==> config.mk <==
export PLATFORM = sky130hd
export DESIGN_NAME = sr_latch_driver
export DESIGN_NICKNAME = d
export VERILOG_FILES = /design/src/rtl/sr_drv_pkg.sv /design/src/rtl/sync_2ff.sv /design/src/rtl/sr_latch_driver.sv
export SDC_FILE = /design/constraint.sdc
export NUM_CORES = 1
export LEC_CHECK = 0
export BUFFER_PORTS_ARGS = -buffer_cell sky130_fd_sc_hd__buf_2
export CAP_MARGIN = 20
export CORE_MARGIN = 10
export CORE_UTILIZATION = 31
export DETAILED_ROUTE_END_ITERATION = 10
export PLACE_DENSITY = 0.46
export SYNTH_ARGS = -nofsm -noshare
export SYNTH_HDL_FRONTEND = slang
export SYNTH_SLANG_ARGS = --single-unit
==> constraint.sdc <==
create_clock -name clk -period 5.25 [get_ports clk]
set_input_delay 0.7875 -clock clk [delete_from_list [all_inputs] [get_ports clk]]
set_output_delay 0.7875 -clock clk [all_outputs]
set_load 0.01 [all_outputs]
==> src/rtl/sr_drv_pkg.sv <==
// Shared definitions for sr_latch_driver: FSM state encoding, counter width,
// legal parameter limits and the counter reload helper.
// Latency: n/a (package). Backpressure: n/a (package).
//
// Contents:
//   sr_state_t       IDLE / PULSE / GUARD / VERIFY
//   CNT_W            width of the shared phase down-counter
//   PARAM_MIN/MAX    legal range of PULSE_W, GUARD_W and TIMEOUT
//   cnt_load()       reload value for a phase lasting w cycles
package sr_drv_pkg;

    localparam int CNT_W     = 8;
    localparam int PARAM_MIN = 1;
    localparam int PARAM_MAX = 255;

    typedef enum logic [1:0] {
        IDLE   = 2'd0,
        PULSE  = 2'd1,
        GUARD  = 2'd2,
        VERIFY = 2'd3
    } sr_state_t;

    // The counter is loaded on phase entry and the phase ends in the cycle it
    // reads zero, so a phase of w cycles loads w-1.
    function automatic logic [CNT_W-1:0] cnt_load(input int w);
        return CNT_W'(w - 1);
    endfunction

endpackage

==> src/rtl/sync_2ff.sv <==
// Two-flop synchroniser bringing the asynchronous latch Q readback into clk.
// Latency: 2 clk cycles from a stable d to q.
// Backpressure: none; free-running sampler.
//
// Ports:
//   clk    in   sampling clock, rising edge
//   rst_n  in   asynchronous active-low reset, both flops clear to 0
//   d      in   asynchronous input
//   q      out  synchronised copy of d
module sync_2ff (
    input  logic clk,
    input  logic rst_n,
    input  logic d,
    output logic q
);

    logic meta;

    always_ff @(posedge clk or negedge rst_n) begin
        if (!rst_n) begin
            meta <= 1'b0;
            q    <= 1'b0;
        end else begin
            meta <= d;
            q    <= meta;
        end
    end

endmodule

==> src/rtl/sr_latch_driver.sv <==
// Drives one width-controlled S or R pulse per accepted request, then a guard gap.
// Latency: accept-to-done PULSE_W+GUARD_W+1 (no readback) or +1+k (readback match in VERIFY cycle k).
// Backpressure: req_ready low whenever busy; requests offered while busy are ignored, not queued.
//
// Optional feature macro: SR_DRV_VERIFY_EN
//   defined   - q_fb is synchronised and compared after the guard; err flags a timeout
//   undefined - no readback; q_fb unused, err tied low, done right after the guard
//
// Ports:
//   clk        in   single clock, rising edge
//   rst_n      in   asynchronous active-low reset
//   req_valid  in   request present
//   req_level  in   requested latch level (1 = set, 0 = reset)
//   req_ready  out  high in IDLE, request accepted on req_valid && req_ready
//   s_out      out  latch S input (flop driven)
//   r_out      out  latch R input (flop driven)
//   q_fb       in   latch Q output, asynchronous to clk
//   busy       out  high in any state other than IDLE
//   done       out  one-cycle completion pulse
//   err        out  readback timeout flag, sticky until the next accept
module sr_latch_driver
    import sr_drv_pkg::*;
#(
    parameter int PULSE_W = 4,
    parameter int GUARD_W = 2,
    parameter int TIMEOUT = 8
) (
    input  logic clk,
    input  logic rst_n,
    input  logic req_valid,
    input  logic req_level,
    output logic req_ready,
    output logic s_out,
    output logic r_out,
    input  logic q_fb,
    output logic busy,
    output logic done,
    output logic err
);

    // ------------------------------------------------------------------
    // Elaboration-time parameter range checks
    // ------------------------------------------------------------------
    if (PULSE_W < PARAM_MIN || PULSE_W > PARAM_MAX) begin : g_bad_pulse_w
        $error("sr_latch_driver: PULSE_W outside 1..255");
    end
    if (GUARD_W < PARAM_MIN || GUARD_W > PARAM_MAX) begin : g_bad_guard_w
        $error("sr_latch_driver: GUARD_W outside 1..255");
    end
    if (TIMEOUT < PARAM_MIN || TIMEOUT > PARAM_MAX) begin : g_bad_timeout
        $error("sr_latch_driver: TIMEOUT outside 1..255");
    end

    localparam logic [CNT_W-1:0] PULSE_LOAD = cnt_load(PULSE_W);
    localparam logic [CNT_W-1:0] GUARD_LOAD = cnt_load(GUARD_W);

    sr_state_t        state_r;
    sr_state_t        state_nxt;
    logic [CNT_W-1:0] cnt_r;
    logic [CNT_W-1:0] cnt_nxt;
    logic             lvl_r;
    logic             lvl_nxt;
    logic             done_nxt;
    logic             s_nxt;
    logic             r_nxt;
    logic             cnt_zero;

    assign cnt_zero = (cnt_r == '0);

    // ------------------------------------------------------------------
    // Readback path (optional)
    // ------------------------------------------------------------------
`ifdef SR_DRV_VERIFY_EN
    localparam logic [CNT_W-1:0] TIMEOUT_LOAD = cnt_load(TIMEOUT);

    logic q_sync;
    logic err_r;
    logic err_nxt;

    sync_2ff u_sync (
        .clk   (clk),
        .rst_n (rst_n),
        .d     (q_fb),
        .q     (q_sync)
    );

    assign err = err_r;
`else
    // Without readback the latch output is not observed at all.
    logic unused_q_fb;
    assign unused_q_fb = q_fb;
    assign err         = 1'b0;
`endif

    // ------------------------------------------------------------------
    // Next-state / next-output logic
    // ------------------------------------------------------------------
    always_comb begin
        state_nxt = state_r;
        cnt_nxt   = cnt_r;
        lvl_nxt   = lvl_r;
        done_nxt  = 1'b0;
`ifdef SR_DRV_VERIFY_EN
        err_nxt   = err_r;
`endif

        unique case (state_r)
            IDLE: begin
                // A request is always executed, even if the latch already
                // holds the requested level: it acts as a refresh pulse.
                if (req_valid) begin
                    lvl_nxt   = req_level;
                    state_nxt = PULSE;
                    cnt_nxt   = PULSE_LOAD;
`ifdef SR_DRV_VERIFY_EN
                    err_nxt   = 1'b0;
`endif
                end
            end

            PULSE: begin
                if (cnt_zero) begin
                    state_nxt = GUARD;
                    cnt_nxt   = GUARD_LOAD;
                end else begin
                    cnt_nxt = cnt_r - CNT_W'(1);
                end
            end

            GUARD: begin
                if (cnt_zero) begin
`ifdef SR_DRV_VERIFY_EN
                    state_nxt = VERIFY;
                    cnt_nxt   = TIMEOUT_LOAD;
`else
                    state_nxt = IDLE;
                    done_nxt  = 1'b1;
`endif
                end else begin
                    cnt_nxt = cnt_r - CNT_W'(1);
                end
            end

`ifdef SR_DRV_VERIFY_EN
            VERIFY: begin
                // A match wins over an expiring counter in the same cycle.
                if (q_sync == lvl_r) begin
                    state_nxt = IDLE;
                    done_nxt  = 1'b1;
                end else if (cnt_zero) begin
                    state_nxt = IDLE;
                    done_nxt  = 1'b1;
                    err_nxt   = 1'b1;
                end else begin
                    cnt_nxt = cnt_r - CNT_W'(1);
                end
            end
`endif

            default: begin
                state_nxt = IDLE;
            end
        endcase

        // S and R are derived from the single next state and a single level
        // bit, so they can never be high together.
        s_nxt = (state_nxt == PULSE) &&  lvl_nxt;
        r_nxt = (state_nxt == PULSE) && !lvl_nxt;
    end

    // ------------------------------------------------------------------
    // State and output registers
    // ------------------------------------------------------------------
    always_ff @(posedge clk or negedge rst_n) begin
        if (!rst_n) begin
            state_r <= IDLE;
            cnt_r   <= '0;
            lvl_r   <= 1'b0;
            s_out   <= 1'b0;
            r_out   <= 1'b0;
            done    <= 1'b0;
        end else begin
            state_r <= state_nxt;
            cnt_r   <= cnt_nxt;
            lvl_r   <= lvl_nxt;
            s_out   <= s_nxt;
            r_out   <= r_nxt;
            done    <= done_nxt;
        end
    end

`ifdef SR_DRV_VERIFY_EN
    always_ff @(posedge clk or negedge rst_n) begin
        if (!rst_n) begin
            err_r <= 1'b0;
        end else begin
            err_r <= err_nxt;
        end
    end
`endif

    assign req_ready = (state_r == IDLE);
    assign busy      = (state_r != IDLE);

endmodule

==> results.txt <==
PortBufs: 8
Finished Core Util: 35.5%
Post-CTS Setup Bufs: 0
CTS tree: built
post-DR vias/cell: 5.54
max-cap viol count: 0
worst skew pair latency: 0.29 ns
Critical Path Sink: busy
PostCTS Resize Cnt: 0
Starting DRT DRC Count: 28
CTS max path bufs: 2
number of diodes: 0
initial antenna violation count: 0
Yosys cell types: 36
htree depth: 1
CTS buffer count: 3
Die H: 73.6 um
Worst Tran Pin Value: 0.504 ns
RSZ-0062 raised after global routing: false
worst setup path start: state_r[1]$_DFF_PN0_
CP Data Required Time: 4.46 ns
Hold Crit Class: in -> async
Seq/Total Area, Yosys: 39.3%
P_leak: 0.445 nW
DRC viols: 0
layout cells sized above 1: 24.0%
synth top area cells: dfrtp_1 (39%), ha_1 (8.4%), o31ai_1 (4.2%)
iteration count of the initial detailed-routing pass: 4
Vias: 704
largest net degree at the start of global routing: 16
Horiz. Die Dim: 73.6 um
row cnt: 19
Max Clk Rate: 487 MHz
flop and latch count out of synthesis: 14
HPWL Detailed: 1.41 mm
clk slew on worst S/H paths: 0.09 ns
Die Area: 5420 um^2
Peak VDD IR: 265 uV
EDFF count, synth: 0
fin crit period: 2.05 ns
R2R setup slack: 3.32 ns
Yosys top cell by area: dfrtp_1
final hold vios: 0
Overflow after GRT: 0
Final Net Count: 108
Worst Path Max Fanout: 6
Main synth FF type: dfrtp_1
vias in the first global route: 664
I/O pin count: 11
DR WL/cell: 14.3 um
post-synth net total: 98
final worst-path cycle share: 39.1%
critical path endpoint category: output pin
Post-synth top cells: dfrtp_1 (14), inv_1 (9), ha_1 (6), o31ai_1 (5)
Clock Skew: 0.00592 ns
Async SR Flop Fraction: 100%
startpoint types: flip-flop
max-slew violations: 0
count leader, synth: dfrtp_1
CP Class: reg -> out
Synth top area share: 39.3%
worst r2r src: state_r[1]$_DFF_PN0_
WL final: 1.82 mm
r2r worst-path depth: 6
Critical Path Slowest Stage Cell: dfrtp_1
CORE AREA: 2760 um^2
Synth warnings: 0
Final setup viols: 0
Post-Synthesis Cells: 87
FILL cells: 288
Synth Cell Area: 891 um^2
DRT antenna net count: 0
FF-to-FF End: cnt_r[4]$_DFFE_PN0P_
clk sink count: 14
Tot GR Track Use: 7.08%
PD cells: 710 nW/um^2
global-route wire length before repair: 3.08 mm
hold_buf cts: 0
setup TNS: 0 ns
outcome: completed
syn_area_per_cell: 10.2 um^2
Layout area overhead: 9.97%
crit-path cells: inv_1, ha_1, inv_1, buf_2
Critical Path AT: 1.26 ns
Rel. slew slack: 66.4%
Initial Util: 32.3%
CP max stage delay: 0.42 ns
CP dominant cell by count: inv_1
Final Wtd Congestion: 0.766
CTS Root Cell: clkbuf_4
## kinds of logic (layout without fill, tap and decap cells)
kind of cell / after synthesis / after routing / share of synthesized area, %
compound gates: 22 / 22 / 19.9
fa+ha+maj: 6 / 6 / 8.43
buf+inv: 12 / 21 / 6.74
flops: 14 / 14 / 39.3
mux: 1 / 1 / 1.26
other cells: 1 / 1 / 0.421
simple gates: 31 / 31 / 23.9
## stage by stage
step | std cells | hold slack, ns | power [mW] | area (um^2) | setup WS [ns]
final | 127 | 0.374 | 0.696 | 980 | 3.20
after global routing | 127 | 0.391 | 0.754 | 980 | 3.09
after CTS | 127 | 0.385 | 0.700 | 980 | 3.19
after detailed placement | 123 | 0.495 | 0.620 | 943 | 3.26
after global placement | 123 | 0.494 | 0.618 | 943 | 3.28
after floorplan | 87 | 0.453 | 0.534 | 891 | 3.34
## critical path, delay by kind of cell, from the launching register on
family / cells / cell delay, ns
flops: 1 / 0.42
buf+inv: 3 / 0.28
fa+ha+maj: 1 / 0.27
## report_power, final
| part | internal [mW] | switching [mW] | leakage, nW |
|---|---|---|---|
| Sequential | 0.153 | 0.0400 | 0.181 |
| Combinational | 0.179 | 0.245 | 0.243 |
| Clock | 0.0423 | 0.0366 | 0.0210 |
## final cells by class
class | count | area (um^2) | share of cell area [%]
Sequential cell | 14 | 350 | 35.8
Inverter | 9 | 33.8 | 3.45
Tap cell | 31 | 38.8 | 3.96
Multi-Input combinational cell | 61 | 480 | 49.0
Timing Repair Buffer | 8 | 40.0 | 4.09
Clock buffer | 4 | 36.3 | 3.70
## layer usage
metal,vias up,GRT usage (%),share of wire [%]
li1,347,-,-
met1,333,8.86,48
met2,14,10.6,44
met3,10,2.56,5.7
met4,0,3.11,2.3
met5,-,0,0
## flip-flops by register name (all words and copies together), names as in the netlist
| signal | flops |
|---|---|
| done | 1 |
| lvl_r | 1 |
| cnt_r | 8 |
| state_r | 2 |
| r_out | 1 |
| s_out | 1 |
## cell usage in the layout, fill, tap and decap left out, drive strengths merged
cell    netlist  layout
a41o          1       1
a311oi        1       1
o221ai        1       1
and4          1       1
a211o         1       1
inv           9       9
o31ai         5       5
ha            6       6
nor2b         1       1
buf           3       8
o211ai        1       1
nor2          3       3
a21oi         5       5
o211a         1       1
clkbuf        0       4
or2           1       1
or3           4       4
nor3          3       3
dfrtp        14      14
nor3b         2       2
a31oi         2       2
nand3         4       4
or4           5       5
nand2         4       4
and3          1       1
conb          1       1
nor4          2       2
o21ai         1       1
o311a         1       1
a41oi         1       1
a2111o        1       1
mux2          1       1
## worst min path at each step
stage,from,to,slack (ns),cells past startpoint
6_report,rst_n,cnt_r[3]$_DFFE_PN0P_,0.37,1
5_1_grt,rst_n,cnt_r[3]$_DFFE_PN0P_,0.39,1
4_1_cts,rst_n,cnt_r[3]$_DFFE_PN0P_,0.39,1
3_5_place_dp,cnt_r[7]$_DFFE_PN0P_,cnt_r[7]$_DFFE_PN0P_,0.49,1
3_3_place_gp,lvl_r$_DFF_PN0_,lvl_r$_DFF_PN0_,0.49,1
2_1_floorplan,cnt_r[7]$_DFFE_PN0P_,cnt_r[7]$_DFFE_PN0P_,0.45,1
No activity file was read; power rests on OpenSTA's default activity.
